## src/rtl/uninasoc_pkg.sv

```systemverilog
// Shared AXI4 / AXI4-Lite types, encodings and the burst-bridge FSM states.
package uninasoc_pkg;

    localparam int AXI_DATA_WIDTH = 32;
    localparam int AXI_ADDR_WIDTH = 32;
    localparam int AXI_ID_WIDTH   = 2;

    typedef logic [7:0] axi_len_t;
    typedef logic [2:0] axi_size_t;
    typedef logic [1:0] axi_burst_t;
    typedef logic       axi_lock_t;
    typedef logic [3:0] axi_cache_t;
    typedef logic [2:0] axi_prot_t;
    typedef logic [3:0] axi_qos_t;
    typedef logic [3:0] axi_region_t;
    typedef logic [1:0] axi_resp_t;

    localparam axi_burst_t AXI_BURST_FIXED = 2'b00;
    localparam axi_burst_t AXI_BURST_INCR  = 2'b01;
    localparam axi_burst_t AXI_BURST_WRAP  = 2'b10;

    localparam axi_resp_t AXI_RESP_OKAY   = 2'b00;
    localparam axi_resp_t AXI_RESP_EXOKAY = 2'b01;
    localparam axi_resp_t AXI_RESP_SLVERR = 2'b10;
    localparam axi_resp_t AXI_RESP_DECERR = 2'b11;

    typedef enum logic [2:0] {W_IDLE, W_DATA, W_LITE, W_LRESP, W_RESP} wr_state_e;
    typedef enum logic [1:0] {R_IDLE, R_LADDR, R_LDATA, R_SEND} rd_state_e;

    function automatic logic burst_unsupported(axi_size_t size, axi_burst_t burst, axi_len_t len);
        logic bad_wrap;
        bad_wrap = (burst == AXI_BURST_WRAP) &&
                   (len != 8'd1) && (len != 8'd3) && (len != 8'd7) && (len != 8'd15);
        return (size > 3'd2) || (burst == 2'b11) || bad_wrap;
    endfunction

    // Numeric order matches severity: DECERR > SLVERR > OKAY.
    function automatic axi_resp_t resp_merge(axi_resp_t a, axi_resp_t b);
        return (a > b) ? a : b;
    endfunction

endpackage

```

## src/rtl/axi_burst_addr_gen.sv

```systemverilog
// Next beat address for FIXED / INCR / WRAP bursts.
module axi_burst_addr_gen
    import uninasoc_pkg::*;
#(
    parameter int ADDR_WIDTH = AXI_ADDR_WIDTH
) (
    input  logic [ADDR_WIDTH-1:0] addr,
    input  axi_size_t             size,
    input  axi_len_t              len,
    input  axi_burst_t            burst,
    output logic [ADDR_WIDTH-1:0] next_addr
);

    logic [ADDR_WIDTH-1:0] step;
    logic [ADDR_WIDTH-1:0] mask;
    logic [ADDR_WIDTH-1:0] sum;

    always_comb begin
        step = ADDR_WIDTH'(1) << size;
        // mask covers the whole wrap window of (len+1) beats
        mask = ((ADDR_WIDTH'(len) + ADDR_WIDTH'(1)) << size) - ADDR_WIDTH'(1);
        sum  = addr + step;
        case (burst)
            AXI_BURST_FIXED: next_addr = addr;
            AXI_BURST_WRAP:  next_addr = (addr & ~mask) | (sum & mask);
            default:         next_addr = sum;
        endcase
    end

endmodule

```

## src/rtl/axi_to_axilite_bridge.sv

```systemverilog
// AXI4 burst slave to AXI4-Lite single-beat master; independent read and write FSMs.
module axi_to_axilite_bridge
    import uninasoc_pkg::*;
#(
    parameter int DATA_WIDTH = AXI_DATA_WIDTH,
    parameter int ADDR_WIDTH = AXI_ADDR_WIDTH,
    parameter int ID_WIDTH   = AXI_ID_WIDTH
) (
    input  logic                    clock_i,
    input  logic                    reset_ni,
    input  logic [ID_WIDTH-1:0]     s_axi_awid,
    input  logic [ADDR_WIDTH-1:0]   s_axi_awaddr,
    input  axi_len_t                s_axi_awlen,
    input  axi_size_t               s_axi_awsize,
    input  axi_burst_t              s_axi_awburst,
    input  axi_lock_t               s_axi_awlock,
    input  axi_cache_t              s_axi_awcache,
    input  axi_prot_t               s_axi_awprot,
    input  axi_qos_t                s_axi_awqos,
    input  axi_region_t             s_axi_awregion,
    input  logic                    s_axi_awvalid,
    output logic                    s_axi_awready,
    input  logic [DATA_WIDTH-1:0]   s_axi_wdata,
    input  logic [DATA_WIDTH/8-1:0] s_axi_wstrb,
    input  logic                    s_axi_wlast,
    input  logic                    s_axi_wvalid,
    output logic                    s_axi_wready,
    output logic [ID_WIDTH-1:0]     s_axi_bid,
    output axi_resp_t               s_axi_bresp,
    output logic                    s_axi_bvalid,
    input  logic                    s_axi_bready,
    input  logic [ID_WIDTH-1:0]     s_axi_arid,
    input  logic [ADDR_WIDTH-1:0]   s_axi_araddr,
    input  axi_len_t                s_axi_arlen,
    input  axi_size_t               s_axi_arsize,
    input  axi_burst_t              s_axi_arburst,
    input  axi_lock_t               s_axi_arlock,
    input  axi_cache_t              s_axi_arcache,
    input  axi_prot_t               s_axi_arprot,
    input  axi_qos_t                s_axi_arqos,
    input  axi_region_t             s_axi_arregion,
    input  logic                    s_axi_arvalid,
    output logic                    s_axi_arready,
    output logic [ID_WIDTH-1:0]     s_axi_rid,
    output logic [DATA_WIDTH-1:0]   s_axi_rdata,
    output axi_resp_t               s_axi_rresp,
    output logic                    s_axi_rlast,
    output logic                    s_axi_rvalid,
    input  logic                    s_axi_rready,
    output logic [ADDR_WIDTH-1:0]   m_axilite_awaddr,
    output axi_prot_t               m_axilite_awprot,
    output logic                    m_axilite_awvalid,
    input  logic                    m_axilite_awready,
    output logic [DATA_WIDTH-1:0]   m_axilite_wdata,
    output logic [DATA_WIDTH/8-1:0] m_axilite_wstrb,
    output logic                    m_axilite_wvalid,
    input  logic                    m_axilite_wready,
    input  axi_resp_t               m_axilite_bresp,
    input  logic                    m_axilite_bvalid,
    output logic                    m_axilite_bready,
    output logic [ADDR_WIDTH-1:0]   m_axilite_araddr,
    output axi_prot_t               m_axilite_arprot,
    output logic                    m_axilite_arvalid,
    input  logic                    m_axilite_arready,
    input  logic [DATA_WIDTH-1:0]   m_axilite_rdata,
    input  axi_resp_t               m_axilite_rresp,
    input  logic                    m_axilite_rvalid,
    output logic                    m_axilite_rready
);

    logic unused_inputs;
    assign unused_inputs = ^{s_axi_awlock, s_axi_awcache, s_axi_awqos, s_axi_awregion, s_axi_wlast,
                             s_axi_arlock, s_axi_arcache, s_axi_arqos, s_axi_arregion};

    // ---------------- write path ----------------
    wr_state_e             wstate;
    logic [ID_WIDTH-1:0]   w_id;
    logic [ADDR_WIDTH-1:0] w_addr, w_next;
    axi_len_t              w_len, w_cnt;
    axi_size_t             w_size;
    axi_burst_t            w_burst;
    axi_prot_t             w_prot;
    axi_resp_t             w_resp;
    logic                  w_bad, aw_pend, w_pend;

    axi_burst_addr_gen #(.ADDR_WIDTH(ADDR_WIDTH)) u_waddr (
        .addr(w_addr), .size(w_size), .len(w_len), .burst(w_burst), .next_addr(w_next)
    );

    always_ff @(posedge clock_i or negedge reset_ni) begin
        if (!reset_ni) begin
            wstate          <= W_IDLE;
            w_id            <= '0;
            w_addr          <= '0;
            w_len           <= '0;
            w_cnt           <= '0;
            w_size          <= '0;
            w_burst         <= '0;
            w_prot          <= '0;
            w_resp          <= AXI_RESP_OKAY;
            w_bad           <= 1'b0;
            aw_pend         <= 1'b0;
            w_pend          <= 1'b0;
            m_axilite_wdata <= '0;
            m_axilite_wstrb <= '0;
        end else begin
            case (wstate)
                W_IDLE: if (s_axi_awvalid) begin
                    w_id    <= s_axi_awid;
                    w_addr  <= s_axi_awaddr;
                    w_len   <= s_axi_awlen;
                    w_size  <= s_axi_awsize;
                    w_burst <= s_axi_awburst;
                    w_prot  <= s_axi_awprot;
                    w_cnt   <= '0;
                    w_resp  <= AXI_RESP_OKAY;
                    w_bad   <= burst_unsupported(s_axi_awsize, s_axi_awburst, s_axi_awlen);
                    wstate  <= W_DATA;
                end
                W_DATA: if (s_axi_wvalid) begin
                    m_axilite_wdata <= s_axi_wdata;
                    m_axilite_wstrb <= s_axi_wstrb;
                    if (w_bad) begin
                        // drain the burst without touching the Lite side
                        if (w_cnt == w_len) begin
                            w_resp <= AXI_RESP_SLVERR;
                            wstate <= W_RESP;
                        end else begin
                            w_cnt <= w_cnt + 8'd1;
                        end
                    end else begin
                        aw_pend <= 1'b1;
                        w_pend  <= 1'b1;
                        wstate  <= W_LITE;
                    end
                end
                W_LITE: begin
                    if (m_axilite_awready) aw_pend <= 1'b0;
                    if (m_axilite_wready)  w_pend  <= 1'b0;
                    if ((!aw_pend || m_axilite_awready) && (!w_pend || m_axilite_wready))
                        wstate <= W_LRESP;
                end
                W_LRESP: if (m_axilite_bvalid) begin
                    w_resp <= resp_merge(w_resp, m_axilite_bresp);
                    if (w_cnt == w_len) begin
                        wstate <= W_RESP;
                    end else begin
                        w_addr <= w_next;
                        w_cnt  <= w_cnt + 8'd1;
                        wstate <= W_DATA;
                    end
                end
                W_RESP: if (s_axi_bready) wstate <= W_IDLE;
                default: wstate <= W_IDLE;
            endcase
        end
    end

    assign s_axi_awready     = (wstate == W_IDLE);
    assign s_axi_wready      = (wstate == W_DATA);
    assign s_axi_bvalid      = (wstate == W_RESP);
    assign s_axi_bid         = w_id;
    assign s_axi_bresp       = w_resp;
    assign m_axilite_awaddr  = w_addr;
    assign m_axilite_awprot  = w_prot;
    assign m_axilite_awvalid = aw_pend;
    assign m_axilite_wvalid  = w_pend;
    assign m_axilite_bready  = (wstate == W_LRESP);

    // ---------------- read path ----------------
    rd_state_e             rstate;
    logic [ID_WIDTH-1:0]   r_id;
    logic [ADDR_WIDTH-1:0] r_addr, r_next;
    axi_len_t              r_len, r_cnt;
    axi_size_t             r_size;
    axi_burst_t            r_burst;
    axi_prot_t             r_prot;
    logic                  r_bad;

    axi_burst_addr_gen #(.ADDR_WIDTH(ADDR_WIDTH)) u_raddr (
        .addr(r_addr), .size(r_size), .len(r_len), .burst(r_burst), .next_addr(r_next)
    );

    always_ff @(posedge clock_i or negedge reset_ni) begin
        if (!reset_ni) begin
            rstate      <= R_IDLE;
            r_id        <= '0;
            r_addr      <= '0;
            r_len       <= '0;
            r_cnt       <= '0;
            r_size      <= '0;
            r_burst     <= '0;
            r_prot      <= '0;
            r_bad       <= 1'b0;
            s_axi_rdata <= '0;
            s_axi_rresp <= AXI_RESP_OKAY;
        end else begin
            case (rstate)
                R_IDLE: if (s_axi_arvalid) begin
                    r_id    <= s_axi_arid;
                    r_addr  <= s_axi_araddr;
                    r_len   <= s_axi_arlen;
                    r_size  <= s_axi_arsize;
                    r_burst <= s_axi_arburst;
                    r_prot  <= s_axi_arprot;
                    r_cnt   <= '0;
                    r_bad   <= burst_unsupported(s_axi_arsize, s_axi_arburst, s_axi_arlen);
                    if (burst_unsupported(s_axi_arsize, s_axi_arburst, s_axi_arlen)) begin
                        s_axi_rdata <= '0;
                        s_axi_rresp <= AXI_RESP_SLVERR;
                        rstate      <= R_SEND;
                    end else begin
                        rstate <= R_LADDR;
                    end
                end
                R_LADDR: if (m_axilite_arready) rstate <= R_LDATA;
                R_LDATA: if (m_axilite_rvalid) begin
                    s_axi_rdata <= m_axilite_rdata;
                    s_axi_rresp <= m_axilite_rresp;
                    rstate      <= R_SEND;
                end
                R_SEND: if (s_axi_rready) begin
                    if (r_cnt == r_len) begin
                        rstate <= R_IDLE;
                    end else begin
                        r_cnt  <= r_cnt + 8'd1;
                        r_addr <= r_next;
                        rstate <= r_bad ? R_SEND : R_LADDR;
                    end
                end
                default: rstate <= R_IDLE;
            endcase
        end
    end

    assign s_axi_arready     = (rstate == R_IDLE);
    assign s_axi_rvalid      = (rstate == R_SEND);
    assign s_axi_rlast       = (rstate == R_SEND) && (r_cnt == r_len);
    assign s_axi_rid         = r_id;
    assign m_axilite_araddr  = r_addr;
    assign m_axilite_arprot  = r_prot;
    assign m_axilite_arvalid = (rstate == R_LADDR);
    assign m_axilite_rready  = (rstate == R_LDATA);

endmodule

```

## config.mk

```make
export PLATFORM = sky130hd
export DESIGN_NAME = axi_to_axilite_bridge
export DESIGN_NICKNAME = d
export VERILOG_FILES = /design/src/rtl/uninasoc_pkg.sv /design/src/rtl/axi_burst_addr_gen.sv /design/src/rtl/axi_to_axilite_bridge.sv
export SDC_FILE = /design/constraint.sdc
export NUM_CORES = 1
export LEC_CHECK = 0
export ABC_CLOCK_PERIOD_IN_PS = 3500
export BUFFER_PORTS_ARGS = -buffer_cell sky130_fd_sc_hd__buf_2
export CAP_MARGIN = 20
export CORE_MARGIN = 3
export CORE_UTILIZATION = 48
export CTS_CLUSTER_DIAMETER = 80
export CTS_CLUSTER_SIZE = 30
export DETAILED_ROUTE_END_ITERATION = 16
export PLACE_DENSITY_LB_ADDON = 0.12
export SLEW_MARGIN = 20
export SYNTH_ARGS = -nofsm -noshare
export SYNTH_HDL_FRONTEND = slang
export SYNTH_SLANG_ARGS = --single-unit
```

## constraint.sdc

```tcl
create_clock -name clock_i -period 3.5 [get_ports clock_i]
set_input_delay 0.7 -clock clock_i [delete_from_list [all_inputs] [get_ports clock_i]]
set_output_delay 0.7 -clock clock_i [all_outputs]
set_load 0.1 [all_outputs]
```

## Word-level counts from Yosys, hierarchy flattened

Index checks and enable logic that the tools add are counted.

- Word-level logic and storage cells: 190
- Register bits: 197
- Output and inout port bits: 157
- Input port bits: 211

- Mux-type cells: 58
- Add/sub/neg operators: 8
- Order comparisons: 3
- Bitwise operators: 8
- Reductions and logical operators: 40
- Equal/unequal tests: 44
- Shifts and indexed selects: 4

Operators by type and width:

| operator | number |
|---|---|
| one-hot mux 32 bit (2 select lines) | 5 |
| 2-to-1 mux 32 bit | 9 |
| AND 32 bit | 4 |
| adder 32 bit | 2 |
| 2-to-1 mux 8 bit | 8 |
| NOT 32 bit | 2 |
| bitwise OR 32 bit | 2 |
| left shift 1 x 3 -> 32 bit (first input constant) | 2 |
| left shift 32 x 3 -> 32 bit | 2 |
| subtractor 32 x 1 -> 32 bit (second input constant) | 2 |
| 2-to-1 mux 2 bit | 16 |
| != test 2 bit (second input constant) | 14 |
| 2-to-1 mux 3 bit | 8 |
| one-hot mux 8 bit (3 select lines) | 1 |
| AND reduction 4 bit | 5 |
| adder 8 x 1 -> 9 bit (second input constant) | 2 |
| adder 8 x 1 -> 8 bit (second input constant) | 2 |
| == test 2 bit (second input constant) | 8 |
| == test 8 bit | 2 |
| != test 8 x 1 -> 1 bit (second input constant) | 2 |
| != test 8 x 2 -> 1 bit (second input constant) | 2 |
| != test 8 x 3 -> 1 bit (second input constant) | 2 |
| != test 8 x 4 -> 1 bit (second input constant) | 2 |
| one-hot mux 8 bit (2 select lines) | 1 |
| other kinds (25) | 60 |

## Logic depth before layout (Yosys ltp)

Gate-level depths: netlist of run 1.

- Word-level depth: 10
- Gate-level depth with buffers: 16
- Gate-level depth less buffers: 14

## Cells and area by module

A second synthesis of run 1 with hierarchy kept.

- Cell total of the unflattened synthesis: 1457
- Area, all modules: 13312.8 um^2

By module, submodules not included:

| module | area an instance (um^2) | cells an instance | seq. area each (um^2) | times used |
|---|---|---|---|---|
| axi_to_axilite_bridge | 8668.3 | 774 | 4929.7 | 1 |
| axi_burst_addr_gen at u_raddr | 2339.7 | 344 | 0.0 | 1 |
| axi_burst_addr_gen at u_waddr | 2304.7 | 339 | 0.0 | 1 |

## Worst setup path before layout of run 1

No wires, ideal clock.

- Kind: flip-flop to flip-flop
- Start: register with a tool-made name
- End: register with a tool-made name
- Arrival time: 3.425 ns
- Cell stages (with the launch flop): 13
- Path buffers: 0
- Required time: 3.413 ns
- Period minus slack after synthesis: 3.512 ns
- Path slack: -0.012 ns
- Library setup time: 0.087 ns
- Cells stage by stage: dfrtp_1 ha_1 inv_1 fa_1 nor2b_1 o21ai_0 a21boi_0 o21ai_0 a211oi_1 and3_1 nand4_1 o31a_1 o211ai_1

==> results.ini, run 1 <==
[run_status]
status = completed

[layout]
drive_gt1_share_pct = 28.62
syn_to_final_growth_pct = 23.60
final_cell_area_um2 = 16110
fin_util_pct = 61.12
fill_cells = 2408
nets = 2141

[placed_design]
place_area_um2 = 15340
portBuffers = 340
dpl.hpwl_um = 30760
finalWeightedCongestion = 0.9043
pre_cts_slack_ps = 82.91

[yosys]
synth_most_common_cell = nand2_1
synthCells = 1568
yosysWarnings = 0
async_flop_share_pct = 100.0
synth_fp_nets = 1807
yosysTopAreaCell = dfrtp_1
synth.yosys.seq_area_share_pct = 37.83
synth_cell_types = 88
synth_edf_count = 0
synthFlopType = dfrtp_1
synth.top_cells.by_count = nand2_1, dfrtp_1, o21ai_0
netlist_area_um2 = 13030
ys_top_cells_by_area = dfrtp_1, nand2_1, o21ai_0, mux2_2, nor2_1
synth_seq_cells = 197
synth.avg_cell_area_um2 = 8.312
synth_top_area_share_pct = 37.83

[worst_setup_path]
end_kind = flip-flop
cp.arrival_ps = 3680
worst-path-max-fanout = 12
crit_type = reg2reg
crit_required_ps = 3840
critPathLaunchType = flip-flop

[clock_tree]
insertion_delay_ps = 450
clkSlewWorstSetupHoldPaths_ps = 90
cts_hold_buf = 0
root_buffer = clkbuf_16
cts_tree = done
clk_path_buf_depth = 2
clock_sinks = 197
h-tree-depth = 4
cts_buffers = 17

[timing]
final_hold_viol_count = 0
layout_setup_ws_ps = 154.3
min_period_over_period_pct = 95.59
clock.fmax_ghz = 0.2989
layout_min_cycle_time_ps = 3346
drv_slew = 0
final.setup_skew_ps = 17.74
tightest_slew_ps = 751.9
relSlewSlack_pct = 49.87
setup_viol = 0
setup-tns-final_ps = 0

[floorplan]
dieArea_um2 = 29160
num_rows = 59
die_y_um = 170.8
io_pins = 368
start_util_pct = 49.45
die_w_um = 170.8
core-area_um2 = 26350

[global_route]
met1_usage_pct = 36.25
grtUsageTotal_pct = 27.00
met2_usage_pct = 45.12
antenna_found_initial = 4
use_met3_pct = 3.350
overflow = 0
first_global_vias = 12627
grt_busiest_layer = met2
grt_first_pass_wirelength_um = 64580
grt_max_degree = 86

[drt]
wl_per_cell_um = 18.15
ant_nets = 0
route.detailed.drc = 0
drt_iter0_markers = 1166
firstDrtPassIters = 6
num_vias = 13298
viasPerCell = 5.900
routed_wl_um = 40910

[min_path]
hold_class = in2async

[run]
maxCapViolCount = 0

-- timing repair --
action | in CTS | in global routing
hold endpoints to repair | 0 | 0
endpoints found under the setup margin | 0 | 32
gates resized for setup | 0 | 29
setup buffers | 0 | 1
-- layer usage --
metal  wire length [um]  share of wire (%)
met5                  7              0.017
met4                998                2.4
met2              20250                 50
met1              17370                 42
met3               2285                5.6
-- kinds of logic (layout without fill, tap and decap cells) --
family	Yosys count	in the layout	synth area share [%]
AND/OR/NAND/NOR	624	624	22.61
AO/OA/AOI/OAI	449	449	22.52
flip-flops	197	197	37.83
buffers and inverters	140	487	4.368
XOR/XNOR	67	67	4.503
multiplexers	63	63	5.367
adder cells (fa/ha/maj)	28	28	2.803
other	0	4	0
-- path summary, 6_finish.rpt --
path	startpoint	to	slack (ps)	depth (start not counted)
setup / recovery	r_len[0]	flip-flop	150	13
max in group asynchronous	reset_ni	r_len[2]	2410	2
hold / removal	reset_ni	asynchronous set/reset pin	300	1
hold reg to reg	s_axi_rid[1]	s_axi_rid[1]	480	2
setup reg to reg	r_len[0]	flip-flop	150	13
min in group clock_i	s_axi_bready	wstate[2]	420	2
-- stage by stage --
stage	instances	hold WS, ps
after floorplan	1568	404.4
after global placement	2217	454.8
after detailed placement	2217	461.9
after CTS	2249	333.8
after global routing	2253	358.4
final	2254	302.8
-- cell usage in the layout (no fill, tap or decap), types with 43 or more instances in the layout --
cell type and instances:
nand2_1 246, buf_2 339, nor2_1 123, o21ai_0 130, buf_4 67, dfrtp_1 191
mux2_2 55, a21oi_1 89, nand3_1 44, inv_1 43
-- worst max-delay path: stages (launching register included) --
cell,delay (ps)
dfrtp_1,390
buf_4,190
and3_1,290
a2bb2oi_1,220
nor3_1,90
or4_1,530
a211oi_2,280
nand4_1,220
nor2_1,230
o21a_1,160
ha_1,260
a21oi_1,140
a21oi_1,80
o22a_1,170
-- area by class of cell --
cell class	count	area, um2	share of cell area, %
Multi-Input combinational cell	1231	7647	47.48
Sequential cell	197	4937	30.65
Timing Repair Buffer	410	2273	14.11
Clock buffer	17	425.4	2.641
Tap cell	335	419.2	2.602
Clock inverter	15	226.5	1.406
Inverter	45	168.9	1.049
Antenna cell	4	10.01	0.06214
Power of run 1 is not shown: default switching activity piles up to over one toggle a cycle in this logic, so the estimate is an artifact.
==> run 2: changes to the inputs <==
--- a/config.mk
+++ b/config.mk
@@ -9,7 +9,7 @@
 export BUFFER_PORTS_ARGS = -buffer_cell sky130_fd_sc_hd__buf_2
 export CAP_MARGIN = 20
 export CORE_MARGIN = 3
-export CORE_UTILIZATION = 48
+export CORE_UTILIZATION = 40
 export CTS_CLUSTER_DIAMETER = 80
 export CTS_CLUSTER_SIZE = 30
 export DETAILED_ROUTE_END_ITERATION = 16
==> run 2 against run 1 <==
Against the previous run:
- via count shrank 2.0%
- first-iteration DRC count fell by 22%
- worst setup slack got worse by 12 ps
- design area grew 0.65%
- fmax down 0.37%
- clock-buffer cell count rose by 1
- core utilization fell by 10 points
- clock skew fell by 5.7 ps
- flip-flop and latch count unchanged
==> results.ini, run 2 (synthesized netlist as in run 1, its figures left out) <==
[run_status]
status = completed

[floorplan]
start_util_pct = 40.98
dieArea_um2 = 34780
num_rows = 65
die_y_um = 186.5
io_pins = 368
die_w_um = 186.5
core-area_um2 = 31800

[timing]
drv_slew = 0
layout_min_cycle_time_ps = 3358
clock.fmax_ghz = 0.2978
setup-tns-final_ps = 0
final_hold_viol_count = 0
min_period_over_period_pct = 95.94
final.setup_skew_ps = 12.08
grt_setup_unrepaired = no
tightest_slew_ps = 792.4
relSlewSlack_pct = 47.06
setup_viol = 0

[placed_design]
place_inst = 2323
finalWeightedCongestion = 0.8622
dpl.hpwl_um = 32230
place_area_um2 = 15540
portBuffers = 340

[worst_setup_path]
crit_buf_inv = 1
crit_type = reg2reg
cp.arrival_ps = 3700
worst-path-max-fanout = 12
critPathLaunchType = flip-flop
worst_path_most_repeated_cell = a32o_1
ff2ff_setup_slack_ps = 140
crit_family = simple AND/OR/NAND/NOR gates
ff2ff_path_depth = 10
slowest_delay_ps = 530
slowest_stage = or4b_1
crit_required_ps = 3840
worstPathCellList = buf_4, and3_2, a32o_1, o31a_1, or4b_1, a21oi_2, and4_1, nand2b_1, nand4_1, a32o_1
end_kind = flip-flop
r2r-start = r_len[0]

[drt]
viasPerCell = 5.532
firstDrtPassIters = 5
ant_nets = 0
drt_iter0_markers = 910
wl_per_cell_um = 18.12
num_vias = 13038
route.detailed.drc = 0
routed_wl_um = 42720

[clock_tree]
cts_hold_buf = 0
clkSlewWorstSetupHoldPaths_ps = 80
h-tree-depth = 4
clock_sinks = 197
cts_setup_buffers = 0
cts-resized-gates = 0
cts_buffers = 17
root_buffer = clkbuf_16
clk_path_buf_depth = 2
cts_tree = done
insertion_delay_ps = 450

[min_path]
hold_class = in2async

[global_route]
grtUsageTotal_pct = 23.88
grt_first_pass_wirelength_um = 68160
first_global_vias = 12653
grt_max_degree = 79
overflow = 0
antenna_found_initial = 4

[layout]
finalNonFillerCells = 2357
mostFrequentLayoutCell = buf_2
fin_util_pct = 50.98
syn_to_final_growth_pct = 24.40
drive_gt1_share_pct = 28.35
fill_cells = 3097
nets = 2146
final_cell_area_um2 = 16210
final_cell_mix = buf_2, nand2_1, dfrtp_1

[run]
maxCapViolCount = 0

==> run 2: worst max path at each step <==
stage,cells past startpoint,slack [ps],startpoint,end
floorplan,7,4,wstate[0],m_axilite_wdata[0]
global placement,14,130,w_size[0],flip-flop
detailed placement,14,120,w_size[0],flip-flop
CTS,14,90,w_size[0],flip-flop
global route,13,10,r_len[0],flip-flop
finish,10,140,r_len[0],flip-flop
==> run 2: final cells by class <==
class	instances	area (um2)	area share (%)
multi-input combinational	1231	7614	46.96
sequential	197	4935	30.44
timing repair buffer	415	2336	14.41
tap	435	544.3	3.357
clock buffer	18	439.2	2.709
inverter	45	168.9	1.042
clock inverter	13	167.7	1.034
antenna	3	7.507	0.04631
==> run 2: through the flow <==
step / worst slack [ps] / hold WS (ps)
after global placement: 134.9 / 455.4
after floorplan: 4.149 / 404.4
after global routing: 9.704 / 258.0
after CTS: 90.25 / 258.6
final: 141.9 / 227.3
after detailed placement: 122.1 / 457.4
==> run 2: layer usage <==
metal / wire [um] / vias to the layer above / share of wire [%] / global-route usage [%]
met1: 18720 / 6205 / 44 / 31.23
met4: 803 / 2 / 1.9 / 6.746
li1: - / 6360 / - / -
met5: 13 / - / 0.030 / 0
met2: 20530 / 426 / 48 / 39.85
met3: 2648 / 45 / 6.2 / 5.467
Power of run 2 is left out for the same reason.
==> run 3: changes to the inputs <==
--- a/config.mk
+++ b/config.mk
@@ -5,7 +5,7 @@
 export SDC_FILE = /design/constraint.sdc
 export NUM_CORES = 1
 export LEC_CHECK = 0
-export ABC_CLOCK_PERIOD_IN_PS = 3500
+export ABC_CLOCK_PERIOD_IN_PS = 4050
 export BUFFER_PORTS_ARGS = -buffer_cell sky130_fd_sc_hd__buf_2
 export CAP_MARGIN = 20
 export CORE_MARGIN = 3
==> constraint.sdc (replaced) <==
create_clock -name clock_i -period 4.05 [get_ports clock_i]
set_input_delay 0.81 -clock clock_i [delete_from_list [all_inputs] [get_ports clock_i]]
set_output_delay 0.81 -clock clock_i [all_outputs]
set_load 0.1 [all_outputs]
==> run 3 against run 2 <==
Against the previous run:
- design area fell by 2.1%
- hold slack better by 210 ps
- die area stayed put
- clock skew increased by 1.0 ps
- global-route usage fell by 0.20 points
- core utilization fell by 1.0 points
- final cell count fell by 1.1%
- via count fell by 1.3%
- critical path depth unchanged
- flip-flop and latch count unchanged
- non-clock buffer count down 30
==> results.ini, run 3 (synthesized netlist as in run 1, its figures left out) <==
[timing]
setup_viol = 0
grt_setup_unrepaired = no
min_period_over_period_pct = 91.86
tightest_slew_ps = 881.2
setup-tns-final_ps = 0
layout_min_cycle_time_ps = 3721
drv_slew = 0
relSlewSlack_pct = 41.25
final.setup_skew_ps = 13.10
clock.fmax_ghz = 0.2688
final_hold_viol_count = 0

[clock_tree]
root_buffer = clkbuf_16
cts_setup_buffers = 0
cts_tree = done
cts-resized-gates = 0
cts_buffers = 17
clk_path_buf_depth = 2
clkSlewWorstSetupHoldPaths_ps = 80
cts_hold_buf = 0
insertion_delay_ps = 460
h-tree-depth = 4
clock_sinks = 197

[worst_setup_path]
ff2ff_path_depth = 10
r2r-start = r_len[1]
crit_required_ps = 4390
crit_type = reg2reg
end_kind = flip-flop
critPathLaunchType = flip-flop
ff2ff_setup_slack_ps = 330
cp.arrival_ps = 4060
worst-path-max-fanout = 9

[floorplan]
io_pins = 368
dieArea_um2 = 34780
start_util_pct = 40.98
num_rows = 65
core-area_um2 = 31800
die_w_um = 186.5
die_y_um = 186.5

[global_route]
antenna_found_initial = 5
first_global_vias = 12482
overflow = 0
grt_first_pass_wirelength_um = 67600
grtUsageTotal_pct = 23.68
grt_max_degree = 101

[drt]
wl_per_cell_um = 18.02
drt_iter0_markers = 997
route.detailed.drc = 0
viasPerCell = 5.520
num_vias = 12868
ant_nets = 0
firstDrtPassIters = 6
routed_wl_um = 42010

[placed_design]
finalWeightedCongestion = 0.8766
portBuffers = 340
place_inst = 2293
dpl.hpwl_um = 31650

[run]
maxCapViolCount = 0

[layout]
register_area_um2 = 4930
finalNonFillerCells = 2331
nets = 2116
mostFrequentLayoutCell = buf_2
drive_gt1_share_pct = 26.35
final_cell_mix = buf_2, nand2_1, dfrtp_1
fill_cells = 3154
multi_input_area_um2 = 7553
syn_to_final_growth_pct = 21.84

[min_path]
hold_class = in2async

[run_status]
status = completed

==> run 3: cell types whose count changed in the layout (fill, tap and decap cells not counted), moves of 3 or more <==
| cell | change |
|---|---|
| diode_2 | +3 |
| buf_12 | -3 |
| dfrtp_1 | +4 |
| o21ai_0 | +3 |
| dfrtp_2 | -4 |
| buf_4 | -27 |
==> run 3: cell type report <==
type                            instances  share of cell area, %
Multi-Input combinational cell       1231                  47.57
Sequential cell                       197                  31.05
Timing Repair Buffer                  385                  13.06
Tap cell                              435                  3.428
Clock buffer                           18                  2.766
Inverter                               45                  1.064
Clock inverter                         14                 0.9771
Antenna cell                            6                0.09456
==> run 3: stage by stage <==
step           setup slack (ps)  utilization, %  hold WS (ps)  instance area [um2]
2_1_floorplan             538.0               -         476.4                13030
3_3_place_gp              457.6           48.02         454.4                15270
3_5_place_dp              419.3           48.02         463.2                15270
4_1_cts                   396.9           49.89         474.7                15860
5_1_grt                   58.92           49.93         500.4                15880
6_report                  329.5           49.94         432.8                15880
==> run 3: critical path: stages (launching register included) <==
cell and delay, ps:
dfrtp_1 480, ha_1 410, nand3_2 210, a32o_1 370
o31a_1 320, or4b_1 530, a21oi_2 190, and4_1 300
nand2b_1 370, nand3_1 130, a32o_1 280
==> run 3: metal layers <==
metal | global-route usage [%] | wire (um) | vias up
met5 | 0 | 0 | -
li1 | - | - | 6297
met4 | 7.357 | 881 | 0
met3 | 4.903 | 2647 | 50
met2 | 38.43 | 20090 | 402
met1 | 31.96 | 18390 | 6119
==> run 3: worst max-delay path by stage <==
stage                          from        end  slack, ps  cells after the start
after floorplan           flip-flop  flip-flop        540                     12
after global placement     r_len[1]  flip-flop        460                     13
after detailed placement   r_len[1]  flip-flop        420                     10
after CTS                  r_len[1]  flip-flop        400                     13
after global routing      r_size[1]  flip-flop         60                     13
final                      r_len[1]  flip-flop        330                     10
Power of run 3 is left out for the same reason.
